[src/rtl/vga_timing_480_if.sv]
// ============================================================================
// vga_timing_480_if : timing outputs (syncs, data enable, pixel coordinates)
// Rev 1.0
// ============================================================================
`default_nettype none

interface vga_timing_480_if;
  logic       o_hsync;
  logic       o_vsync;
  logic       o_de;
  logic [9:0] o_Sx;
  logic [9:0] o_Sy;

  modport master (output o_hsync, o_vsync, o_de, o_Sx, o_Sy);
  modport slave  (input  o_hsync, o_vsync, o_de, o_Sx, o_Sy);
endinterface

`default_nettype wire

[src/rtl/vga_timing_480.sv]
// ============================================================================
// vga_timing_480 : free-running 640x480@60 VGA timing generator
// Rev 1.0
// ============================================================================
`default_nettype none

module vga_timing_480 #(
  parameter int H_ACTIVE    = 640,
  parameter int H_FP        = 16,
  parameter int H_SYNC      = 96,
  parameter int H_BP        = 48,
  parameter int V_ACTIVE    = 480,
  parameter int V_FP        = 10,
  parameter int V_SYNC      = 2,
  parameter int V_BP        = 33,
  parameter bit SYNC_ACTIVE = 1'b0
) (
  input  wire logic        i_VGA_CLOCK,
  input  wire logic        i_rst,
  vga_timing_480_if.master vga_o
);

  localparam logic [9:0] H_LAST       = 10'(H_ACTIVE + H_FP + H_SYNC + H_BP - 1);
  localparam logic [9:0] V_LAST       = 10'(V_ACTIVE + V_FP + V_SYNC + V_BP - 1);
  localparam logic [9:0] H_SYNC_FIRST = 10'(H_ACTIVE + H_FP);
  localparam logic [9:0] H_SYNC_LAST  = 10'(H_ACTIVE + H_FP + H_SYNC - 1);
  localparam logic [9:0] V_SYNC_FIRST = 10'(V_ACTIVE + V_FP);
  localparam logic [9:0] V_SYNC_LAST  = 10'(V_ACTIVE + V_FP + V_SYNC - 1);
  localparam logic [9:0] H_VIS        = 10'(H_ACTIVE);
  localparam logic [9:0] V_VIS        = 10'(V_ACTIVE);

  logic [9:0] sx_q;
  logic [9:0] sx_d;
  logic [9:0] sy_q;
  logic [9:0] sy_d;
  logic       hsync_on;
  logic       vsync_on;

  always_comb begin
    sx_d = sx_q + 10'd1;
    sy_d = sy_q;
    if (sx_q == H_LAST) begin
      sx_d = '0;
      sy_d = (sy_q == V_LAST) ? '0 : sy_q + 10'd1;
    end
  end

  always_ff @(posedge i_VGA_CLOCK or posedge i_rst) begin
    if (i_rst) begin
      sx_q <= '0;
      sy_q <= '0;
    end else begin
      sx_q <= sx_d;
      sy_q <= sy_d;
    end
  end

  // Decodes read the counter registers directly so they align with o_Sx/o_Sy.
  assign hsync_on = (sx_q >= H_SYNC_FIRST) && (sx_q <= H_SYNC_LAST);
  assign vsync_on = (sy_q >= V_SYNC_FIRST) && (sy_q <= V_SYNC_LAST);

  assign vga_o.o_Sx    = sx_q;
  assign vga_o.o_Sy    = sy_q;
  assign vga_o.o_hsync = hsync_on ? SYNC_ACTIVE : ~SYNC_ACTIVE;
  assign vga_o.o_vsync = vsync_on ? SYNC_ACTIVE : ~SYNC_ACTIVE;
  // Reset gates DE so the (0,0) counters held in reset do not look visible.
  assign vga_o.o_de    = ~i_rst && (sx_q < H_VIS) && (sy_q < V_VIS);

endmodule

`default_nettype wire

[src/flat_wrapper.sv]
// flat-port wrapper written by rule: the top's interface ports become plain ports
module vga_timing_480_flat 
#(
  parameter int H_ACTIVE    = 640,
  parameter int H_FP        = 16,
  parameter int H_SYNC      = 96,
  parameter int H_BP        = 48,
  parameter int V_ACTIVE    = 480,
  parameter int V_FP        = 10,
  parameter int V_SYNC      = 2,
  parameter int V_BP        = 33,
  parameter bit SYNC_ACTIVE = 1'b0
)
  (i_VGA_CLOCK, i_rst, vga_o_o_hsync, vga_o_o_vsync, vga_o_o_de, vga_o_o_Sx, vga_o_o_Sy);
  vga_timing_480_if vga_o_i ();
  input  wire logic i_VGA_CLOCK;
  input  wire logic i_rst;
  output wire logic [$bits(vga_o_i.o_hsync)-1:0] vga_o_o_hsync;
  output wire logic [$bits(vga_o_i.o_vsync)-1:0] vga_o_o_vsync;
  output wire logic [$bits(vga_o_i.o_de)-1:0] vga_o_o_de;
  output wire logic [$bits(vga_o_i.o_Sx)-1:0] vga_o_o_Sx;
  output wire logic [$bits(vga_o_i.o_Sy)-1:0] vga_o_o_Sy;
  assign vga_o_o_hsync = vga_o_i.o_hsync;
  assign vga_o_o_vsync = vga_o_i.o_vsync;
  assign vga_o_o_de = vga_o_i.o_de;
  assign vga_o_o_Sx = vga_o_i.o_Sx;
  assign vga_o_o_Sy = vga_o_i.o_Sy;
  vga_timing_480 #(.H_ACTIVE(H_ACTIVE), .H_FP(H_FP), .H_SYNC(H_SYNC), .H_BP(H_BP), .V_ACTIVE(V_ACTIVE), .V_FP(V_FP), .V_SYNC(V_SYNC), .V_BP(V_BP), .SYNC_ACTIVE(SYNC_ACTIVE)) u_core (.i_VGA_CLOCK(i_VGA_CLOCK), .i_rst(i_rst), .vga_o(vga_o_i));
endmodule
[config.mk]
export PLATFORM = sky130hd
export DESIGN_NAME = vga_timing_480_flat
export DESIGN_NICKNAME = d
export VERILOG_FILES = /design/src/rtl/vga_timing_480_if.sv /design/src/rtl/vga_timing_480.sv /design/src/flat_wrapper.sv
export SDC_FILE = /design/constraint.sdc
export NUM_CORES = 1
export LEC_CHECK = 0
export CORE_MARGIN = 8
export CORE_UTILIZATION = 48
export DETAILED_ROUTE_END_ITERATION = 12
export GPL_ROUTABILITY_DRIVEN = 1
export GPL_TIMING_DRIVEN = 0
export PLACE_DENSITY = 0.83
export SYNTH_ARGS = -nofsm -noshare
export SYNTH_HDL_FRONTEND = slang
export SYNTH_SLANG_ARGS = --single-unit
[constraint.sdc]
create_clock -name i_VGA_CLOCK -period 2.8 [get_ports i_VGA_CLOCK]
set_input_delay 0.56 -clock i_VGA_CLOCK [delete_from_list [all_inputs] [get_ports i_VGA_CLOCK]]
set_output_delay 0.56 -clock i_VGA_CLOCK [all_outputs]
set_load 0.05 [all_outputs]
# ---- Word-level counts from Yosys, hierarchy flattened
# Index checks and enable logic that the tools add are counted.
dict set report word_totals {
  output_inout_bits 23
  reg_bits 20
  elab_cells 21
}
dict set report op_classes {
  n_eq_ne 2
  reduce_logical 4
  n_addsub 2
  muxes 4
  n_lt_le_gt_ge 6
  n_bitwise 1
}
# cell count
set op_table {}
lappend op_table {{$add 10x1->10 const B} 2}
lappend op_table {{$eq 10x10->1 const B} 2}
lappend op_table {{$mux 10} 2}
lappend op_table {{$ge 10x10->1 const B} 1}
lappend op_table {{$ge 10x9->1 const B} 1}
lappend op_table {{$le 10x10->1 const B} 1}
lappend op_table {{$le 10x9->1 const B} 1}
lappend op_table {{$lt 10x10->1 const B} 1}
lappend op_table {{$lt 10x9->1 const B} 1}
lappend op_table {{$logic_and 1x1->1} 4}
lappend op_table {{$mux 1} 2}
lappend op_table {{$not 1->1} 1}

# ---- Longest topological paths before layout
# Gate-level depths: netlist of the first run.
dict set report depth {
  ltp_word 3
  depth_mapped 6
  depth_no_buf 5
}

# ---- Worst setup path before layout of the first run
# No wires, ideal clock.
dict set report synth_timing {
  kind {register to output}
  from {reg u_core.sy_q[5], in the netlist u_core.vga_o.o_Sy[5]}
  to {out vga_o_o_de}
  stages_incl_launch_ff 4
  slack_ps -425
  path_buffers 0
  t_arrival_ps 2665
  cell_sequence {dfrtp_1 and3_1 and2_1 nor4b_1}
}
dict set report synth_via {
  elab_chain_len 2
}
# element line
set synth_rtl {}
lappend synth_rtl {{start: declaration} vga_timing_480.sv:34} ;# logic [9:0] sy_q;
lappend synth_rtl {{start signal: assignment} vga_timing_480.sv:54} ;# sy_q <= sy_d;
lappend synth_rtl {{$lt 10x9->1} vga_timing_480.sv:67} ;# assign vga_o.o_de = ~i_rst && (sx_q < H_VIS) && (sy_q < V_VIS);
lappend synth_rtl {{$logic_and 1x1->1} vga_timing_480.sv:67}
lappend synth_rtl {{end: declaration} flat_wrapper.sv:20} ;# output wire logic [$bits(vga_o_i.o_de)-1:0] vga_o_o_de;
# Every way passes these cells.

# ---- Worst setup path in the final report of the first run
dict set report layout_timing {
  from {reg u_core.sy_q[5], in the netlist u_core.vga_o.o_Sy[5]}
  to {out vga_o_o_vsync}
}
dict set report layout_via {
  elab_chain_len 3
}
# element line
set layout_rtl {}
lappend layout_rtl {{$ge 10x9->1 or $le 10x9->1 (tied branches)} vga_timing_480.sv:60} ;# assign vsync_on = (sy_q >= V_SYNC_FIRST) && (sy_q <= V_SYNC_LAST);
lappend layout_rtl {{$logic_and 1x1->1 *} vga_timing_480.sv:60}
lappend layout_rtl {{$mux 1 *} vga_timing_480.sv:65} ;# assign vga_o.o_vsync = vsync_on ? SYNC_ACTIVE : ~SYNC_ACTIVE;
lappend layout_rtl {{end: declaration} flat_wrapper.sv:19} ;# output wire logic [$bits(vga_o_i.o_vsync)-1:0] vga_o_o_vsync;
# Mark *: on every way between the ends. The rest lies on a longest branch, timed or not.

==> results of run 1 <==
[final timing paths]
kind	start	end
worst max-delay path	u_core.vga_o.o_Sy[5]	vga_o_o_vsync
worst min-delay path	u_core.vga_o.o_Sy[7]	u_core.vga_o.o_Sy[7]
worst max register to register	u_core.vga_o.o_Sx[0]	u_core.vga_o.o_Sy[9]
worst min register to register	u_core.vga_o.o_Sy[7]	u_core.vga_o.o_Sy[7]
max in group asynchronous	i_rst	u_core.vga_o.o_Sy[3]
min in group asynchronous	i_rst	u_core.vga_o.o_Sx[2]
[cell usage in the layout, fill, tap and decap left out, types with 4 or more instances in the layout]
| cell type | count |
|---|---|
| inv_1 | 7 |
| dfrtp_1 | 20 |
| nand3_1 | 9 |
| nor2_1 | 9 |
| xor2_1 | 6 |
| clkdlybuf4s50_1 | 23 |
| nand4_1 | 5 |
| xnor2_1 | 4 |
| nand2_1 | 8 |
| nor3_1 | 5 |
| ha_1 | 4 |
[power by group]
| group | internal [mW] | total [mW] | switching [mW] |
|---|---|---|---|
| clock | 0.0792 | 0.165 | 0.0855 |
| sequential | 0.289 | 0.289 | 0 |
| combinational | 0.00261 | 0.0115 | 0.00892 |
[state kept, by name (all words and copies together) (netlist names)]
signal	flops
u_core.vga_o.o_Sx	10
u_core.vga_o.o_Sy	10
[routing by layer]
layer | wire, um | vias to the layer above | global-route usage, %
li1 | - | 436 | -
met1 | 1080 | 444 | 14.7
met5 | 0 | - | 0
met3 | 177 | 2 | 4.48
met4 | 6 | 0 | 6.27
met2 | 1160 | 32 | 20.3
[metrics by stage]
step           cell area, um^2  util (%)  setup slack, ns  instances  hold WS, ns
2_1_floorplan             1060         -            0.260        108        0.524
3_3_place_gp              1330      62.0            0.158        160        0.497
3_5_place_dp              1330      62.0            0.155        160        0.523
4_1_cts                   1370      63.6            0.148        164        0.542
5_1_grt                   1370      63.6           0.0731        164        0.561
6_report                  1370      63.6            0.157        164        0.534
[worst max-delay path, stage by stage, from the launching register on]
cell and delay, ns:
dfrtp_1 0.45, and3_1 0.23, and2_1 0.20, nand3_1 0.09, clkdlybuf4s50_1 0.80
[area by class of cell]
| type | instances | area (um^2) | share of cell area (%) |
|---|---|---|---|
| Tap cell | 28 | 35.0 | 2.56 |
| Multi-Input combinational cell | 79 | 520 | 38.1 |
| Sequential cell | 20 | 500 | 36.6 |
| Inverter | 7 | 26.3 | 1.92 |
| Timing Repair Buffer | 24 | 239 | 17.5 |
| Buffer | 2 | 8.76 | 0.641 |
| Clock buffer | 4 | 36.3 | 2.66 |
[kinds of logic after synthesis]
family	Yosys count
AOI/OAI and AO/OA	13
xor gates and xnor gates	10
adders and majority gates	4
buffers and inverters	9
DFF	20
muxes	1
and+or+nand+nor	51
==> summary.md, run 1 <==
| Metric | Value |
|---|---|
| Outcome | finished, final reports clean |
| Worst-Margin Slew | 0.748 ns |
| Starting DRT DRC Count | 49 |
| Post-synthesis async set-or-reset flop share | 100% |
| Rel. slew slack | 50.1% |
| Clk_lat worst skew | 0.30 ns |
| Most common cell in the netlist | dfrtp_1 |
| HP Class | flip-flop to flip-flop |
| Mapped Nets | 114 |
| First-pass GRT wire length | 4240 um |
| Ratio of cells with drive above 1 in the final layout | 7.35% |
| # port buffers | 24 |
| CTS root buf | clkbuf_4 |
| IO Count | 25 |
| Final WL | 2420 um |
| Core area | 2150 um^2 |
| Drt pass-1 iters | 4 |
| Most frequent cells after synthesis | 20 x dfrtp_1, 9 x nand3_1, 9 x nor2_1 |
| Vias in the first global route | 981 |
| CTS resizes | 1 |
| Number of synthesized flops with an enable pin | 0 |
| Antenna violations before repair | 0 |
| Wirelength per Cell | 14.8 um |
| Final setup vio count | 0 |
| NumNets Final | 143 |
| Syn Std Cell Area | 1050 um^2 |
| Initial Util | 48.9% |
| Largest family of logic cells by synthesized area | simple AND/OR/NAND/NOR gates |
| Crit-path max FO | 6 |
| Flop-to-flop setup slack | 0.61 ns |
| Largest area contributor in the netlist | dfrtp_1 |
| Post-synthesis sequential area ratio | 47.7% |
| Pwr Density | 340 nW/um^2 |
| Largest net degree at the start of global routing | 21 |
| Hold path cells | 1 |
| Final period util | 94.4% |
| Hold Vio Cnt, Final | 0 |
| Setup Fix Bufs, Post-CTS | 0 |
| Placer Congestion | 0.818 |
| Xor/xnor cell area share of the yosys netlist | 8.34% |
| CTS tree | yes |
| Fill cells | 181 |
| WP data arrival | 2.08 ns |
| Simple-gate share of the synthesized area | 26.3% |
| Ys Warns | 0 |
| Avg Cell Area, Syn | 9.72 um^2 |
| Setup CP Type | flip-flop to output port |
| Setup TNS | 0 ns |
| Worst vdd ir | 0.222 mV |
| DRC Markers | 0 |
| Area share of the largest cell type after synthesis | 47.7% |
| Clock Skews | 0.00709 ns |
| Max H-tree Level | 1 |
| Top FF cell, synth | dfrtp_1 |
| Inserted Diodes | 0 |
| Seq cells post-synth | 20 |
| Crit start category | flip-flop |
| Area growth, synth to finish | 30.2% |
| Die Wd | 62.8 um |
| Fmax | 378 MHz |
| Power Total | 465 uW |
| Num CTS Buffers | 3 |
| Die Y | 62.8 um |
| Routed Antenna Nets | 0 |
| CP required | 2.24 ns |
| Clock period minus worst slack | 2.64 ns |
| Post-synthesis compound-gate area fraction | 8.58% |
| Die area | 3940 um^2 |
| Vias per inst | 5.57 |
| Max_cap viols | 0 |
| Leakage | 0.615 nW |
| Post-synthesis mux area share | 0.954% |
| Synth cell types | 32 |
| # rows | 17 |
| DP HPWL | 1810 um |
| Synth Area in Adders | 4.77% |
| Slew Viols, Final | 0 |
| Hold buffers post-CTS | 0 |
| Worst-case clock buffer depth | 2 |
| Synth Instances | 108 |
| Setup crit end kind | output port |
| Worst-path clk slew | 0.11 ns |
| RSZ-0062 raised after global routing | false |
| Top post-synthesis cells by area | dfrtp_1 48%, xor2_1 5.0%, ha_1 4.8% |
| Vias | 914 |
| Total grt overflow | 0 |
| Reg2Reg Depth | 6 |
| Clock Sinks | 20 |
| Total Routing Usage GR | 12.7% |
Note: power is estimated with default switching activity, not from simulation.
==> run 2: changes to the inputs <==
--- a/config.mk
+++ b/config.mk
@@ -6,11 +6,12 @@
 export NUM_CORES = 1
 export LEC_CHECK = 0
 export CORE_MARGIN = 8
-export CORE_UTILIZATION = 48
+export CORE_UTILIZATION = 45
 export DETAILED_ROUTE_END_ITERATION = 12
 export GPL_ROUTABILITY_DRIVEN = 1
 export GPL_TIMING_DRIVEN = 0
-export PLACE_DENSITY = 0.83
+export PLACE_DENSITY = 0.78
+export SLEW_MARGIN = 5
 export SYNTH_ARGS = -nofsm -noshare
 export SYNTH_HDL_FRONTEND = slang
 export SYNTH_SLANG_ARGS = --single-unit
==> summary.md, run 2 (same netlist as run 1, synthesis figures left out) <==
| Metric | Value |
|---|---|
| Outcome | finished, final reports clean |
| # port buffers | 24 |
| Register area | 500 um^2 |
| Hold Vio Cnt, Final | 0 |
| Die Y | 64.3 um |
| Max incr delay on CP | 0.82 ns |
| Core area | 2210 um^2 |
| Pwr Density | 321 nW/um^2 |
| Initial Util | 47.5% |
| CP required | 2.24 ns |
| Final period util | 95.1% |
| Crit-path max FO | 6 |
| Max H-tree Level | 1 |
| Clock Skews | 0.00704 ns |
| DRC Markers | 0 |
| Setup crit end kind | output port |
| Most frequent cells in the layout | 23 x clkdlybuf4s50_1, 20 x dfrtp_1, 9 x nand3_1, 9 x nor2_1, 8 x nand2_1 |
| Largest net degree at the start of global routing | 21 |
| Num CTS Buffers | 3 |
| RSZ-0062 raised after global routing | false |
| Layout Cells excl Fill | 163 |
| Worst-path clk slew | 0.10 ns |
| # rows | 17 |
| WP data arrival | 2.10 ns |
| Worst-Margin Slew | 0.770 ns |
| Cells after DPL | 160 |
| Inserted Diodes | 0 |
| Die area | 4130 um^2 |
| Starting DRT DRC Count | 30 |
| Final WL | 2580 um |
| First-pass GRT wire length | 4440 um |
| CTS root buf | clkbuf_4 |
| Worst-case clock buffer depth | 2 |
| Ratio of cells with drive above 1 in the final layout | 6.67% |
| Final setup vio count | 0 |
| Vias | 926 |
| Area growth, synth to finish | 28.8% |
| Buf/Inv on CP | 1 |
| Leakage | 0.608 nW |
| IO Count | 25 |
| Crit-path cells | and3_1 > and2_1 > nand3_1 > clkdlybuf4s50_1 |
| Max_cap viols | 0 |
| Placer Congestion | 0.873 |
| Vias in the first global route | 979 |
| Setup TNS | 0 ns |
| Clk_lat worst skew | 0.29 ns |
| Fill cells | 209 |
| Total Routing Usage GR | 12.9% |
| NumNets Final | 143 |
| Critical Path Slowest Stage Cell | clkdlybuf4s50_1 |
| Hold buffers post-CTS | 0 |
| Multi-input gate area | 520 um^2 |
| HP Class | flip-flop to flip-flop |
| Setup CP Type | flip-flop to output port |
| Worst vdd ir | 0.261 mV |
| Vias per inst | 5.68 |
| Crit start category | flip-flop |
| CTS tree | yes |
| Slew Viols, Final | 0 |
| Crit path max-delay family | buffers and inverters |
| DP HPWL | 1920 um |
| Total grt overflow | 0 |
| Fmax | 375 MHz |
| Commonest non-fill, non-tap cell in the layout | clkdlybuf4s50_1 |
| Clock Sinks | 20 |
| Antenna violations before repair | 0 |
| Drt pass-1 iters | 4 |
| Routed Antenna Nets | 0 |
| Rel. slew slack | 48.6% |
| Die Wd | 64.3 um |
| Wirelength per Cell | 15.8 um |
| Clock period minus worst slack | 2.66 ns |
| Power Total | 434 uW |
-- run 2: changes by cell type in the layout (fill, tap and decap cells not counted), sizes merged --
cell    delta
clkbuf     -1
-- run 2: final timing paths --
path | start | to | slack [ns] | depth (start not counted)
max | u_core.vga_o.o_Sy[5] | vga_o_o_vsync | 0.14 | 4
min | u_core.vga_o.o_Sy[7] | u_core.vga_o.o_Sy[7] | 0.53 | 1
max reg2reg | u_core.vga_o.o_Sx[0] | u_core.vga_o.o_Sy[9] | 0.58 | 6
min reg2reg | u_core.vga_o.o_Sy[7] | u_core.vga_o.o_Sy[7] | 0.53 | 1
max in group asynchronous | i_rst | u_core.vga_o.o_Sy[0] | 1.56 | 2
min in group asynchronous | i_rst | u_core.vga_o.o_Sx[4] | 0.75 | 2
-- run 2: area by class of cell --
class,count,area share [%]
multi-input combinational,79,38.5
sequential,20,37.0
timing repair buffer,24,17.7
tap,28,2.59
inverter,7,1.94
clock buffer,3,1.67
buffer,2,0.648
-- run 2: worst reg2reg max path, cell delays in order, from the launching register on --
cell and delay [ns]:
dfrtp_1 0.45, ha_1 0.24, nand4_1 0.19, or3_1 0.42
clkbuf_2 0.18, or4_1 0.52, a21oi_1 0.16
-- run 2: routing by layer --
layer,part of all wire (%),global-route usage (%),vias to the layer above
met3,9.2,6.10,2
met5,0,0,-
met2,49,20.6,32
met1,41,14.2,461
li1,-,-,431
met4,0.66,5.72,0
-- run 2: per-stage QoR --
step	util (%)	hold slack [ns]	setup WS [ns]	cell area (um^2)
after floorplan	-	0.524	0.260	1060
after global placement	60.2	0.510	0.158	1330
after detailed placement	60.2	0.509	0.150	1330
after CTS	61.1	0.530	0.135	1350
after global routing	61.1	0.558	0.0574	1350
final	61.1	0.532	0.137	1350
-- run 2: timing repair --
| item | in CTS | in global routing |
|---|---|---|
| gates resized for setup | 1 | 0 |
| setup endpoints to repair | 1 | 0 |
| setup buffers | 0 | 0 |
-- run 2: power by group --
group          switching (mW)  internal (mW)
combinational         0.00909        0.00261
clock                  0.0833         0.0500
sequential                  0          0.289
total                  0.0924          0.341
==> run 3: changes to the inputs <==
--- a/config.mk
+++ b/config.mk
@@ -5,12 +5,13 @@
 export SDC_FILE = /design/constraint.sdc
 export NUM_CORES = 1
 export LEC_CHECK = 0
+export ABC_AREA = 0
 export CORE_MARGIN = 8
 export CORE_UTILIZATION = 45
 export DETAILED_ROUTE_END_ITERATION = 12
 export GPL_ROUTABILITY_DRIVEN = 1
 export GPL_TIMING_DRIVEN = 0
-export PLACE_DENSITY = 0.78
+export PLACE_DENSITY = 0.72
 export SLEW_MARGIN = 5
 export SYNTH_ARGS = -nofsm -noshare
 export SYNTH_HDL_FRONTEND = slang
==> summary.md, run 3 (same netlist as run 1, synthesis figures left out) <==
| Metric | Value |
|---|---|
| NumNets Final | 143 |
| # port buffers | 24 |
| RSZ-0062 raised after global routing | false |
| Worst-path clk slew | 0.11 ns |
| Max_cap viols | 0 |
| CP required | 2.24 ns |
| Vias | 909 |
| Starting DRT DRC Count | 51 |
| Outcome | finished, final reports clean |
| Wirelength per Cell | 14.9 um |
| Placer Congestion | 0.783 |
| Total grt overflow | 0 |
| Register area | 500 um^2 |
| Final period util | 94.0% |
| Max incr delay on CP | 0.80 ns |
| Final worst slack | 0.169 ns |
| Crit start category | flip-flop |
| Clock period minus worst slack | 2.63 ns |
| Pwr Density | 319 nW/um^2 |
| Hold Vio Cnt, Final | 0 |
| Inserted Diodes | 0 |
| Core area | 2210 um^2 |
| DP HPWL | 1780 um |
| Total Routing Usage GR | 12.0% |
| Hold slack | 0.523 ns |
| First-pass GRT wire length | 4110 um |
| Final setup vio count | 0 |
| Die Y | 64.3 um |
| Num CTS Buffers | 3 |
| Worst-Margin Slew | 0.772 ns |
| Critical Path Slowest Stage Cell | clkdlybuf4s50_1 |
| Flop-to-flop setup slack | 0.58 ns |
| Fill cells | 204 |
| Setup crit end kind | output port |
| Final WL | 2430 um |
| Leakage | 0.616 nW |
| IO Count | 25 |
| Clock Sinks | 20 |
| Rel. slew slack | 48.5% |
| Crit-path cells | and3_1 > and2_1 > nand3_1 > clkdlybuf4s50_1 |
| Area growth, synth to finish | 29.2% |
| Setup TNS | 0 ns |
| Antenna violations before repair | 0 |
| Routed Antenna Nets | 0 |
| Largest net degree at the start of global routing | 21 |
| Clock Skews | 0.00294 ns |
| Vias in the first global route | 866 |
| CTS tree | yes |
| DRC Markers | 0 |
| Setup WS pre-CTS | 0.143 ns |
| Slew Viols, Final | 0 |
| Max H-tree Level | 1 |
| Die area | 4130 um^2 |
| Initial Util | 47.5% |
| HP Class | flip-flop to flip-flop |
| Crit-path max FO | 6 |
| CTS root buf | clkbuf_4 |
| Worst vdd ir | 0.253 mV |
| Worst-case clock buffer depth | 2 |
| Die Wd | 64.3 um |
| WP data arrival | 2.07 ns |
| Vias per inst | 5.58 |
| Fmax | 380 MHz |
| Commonest non-fill, non-tap cell in the layout | clkdlybuf4s50_1 |
| Setup CP Type | flip-flop to output port |
| Hold buffers post-CTS | 0 |
| Final Core Density | 61.3% |
| Multi-input gate area | 520 um^2 |
| Most frequent cells in the layout | 23 x clkdlybuf4s50_1, 20 x dfrtp_1, 9 x nand3_1, 9 x nor2_1, 8 x nand2_1 |
| # rows | 17 |
| Drt pass-1 iters | 4 |
| Ratio of cells with drive above 1 in the final layout | 6.67% |
| Clk_lat worst skew | 0.29 ns |
## run 3: per-layer routing
metal  vias up  GRT usage (%)  share of wire (%)
met5         -              0                  0
met4         0           4.09                1.8
met3         6           4.36                8.0
met2        27           16.8                 44
met1       442           16.4                 46
li1        434              -                  -
## run 3: report_power, final
| group | switching (mW) | internal (mW) | total [mW] | leakage, nW |
|---|---|---|---|---|
| Clock | 0.0814 | 0.0500 | 0.131 | 0.0138 |
| Sequential | 0 | 0.289 | 0.289 | 0.265 |
| Combinational | 0.00922 | 0.00306 | 0.0123 | 0.337 |
| Total | 0.0907 | 0.342 | 0.432 | 0.616 |
## run 3: critical path: cells and delay by family, from the launching register on
family                 cells  cell delay (ns)
buffers and inverters      1             0.80
AND/OR/NAND/NOR            3             0.53
flip-flops                 1             0.45
## run 3: timing repair
item                       4_1_cts  5_1_grt
resized for setup                0        1
setup endpoints to repair        0        1
setup buffers                    0        0
## run 3: layout make-up
| cell class | instances | share of cell area [%] |
|---|---|---|
| multi-input combinational | 79 | 38.4 |
| inverter | 7 | 1.94 |
| timing repair buffer | 24 | 17.9 |
| buffer | 2 | 0.646 |
| clock buffer | 3 | 1.66 |
| tap | 28 | 2.58 |
| sequential | 20 | 36.9 |
## run 3: final timing paths
| kind | end | cells after the start | startpoint |
|---|---|---|---|
| max | vga_o_o_vsync | 4 | u_core.vga_o.o_Sy[5] |
| min | u_core.vga_o.o_Sy[7] | 1 | u_core.vga_o.o_Sy[7] |
| max reg2reg | u_core.vga_o.o_Sy[9] | 6 | u_core.vga_o.o_Sx[0] |
| min reg2reg | u_core.vga_o.o_Sy[7] | 1 | u_core.vga_o.o_Sy[7] |
| max in group asynchronous | u_core.vga_o.o_Sx[6] | 2 | i_rst |
| min in group asynchronous | u_core.vga_o.o_Sy[1] | 2 | i_rst |
## run 3: metrics by stage
stage	std cells	cell area, um^2	power, mW
final	163	1360	0.432
after global routing	163	1360	0.451
after CTS	163	1350	0.437
after detailed placement	160	1330	0.307
after global placement	160	1330	0.307
after floorplan	108	1060	0.302
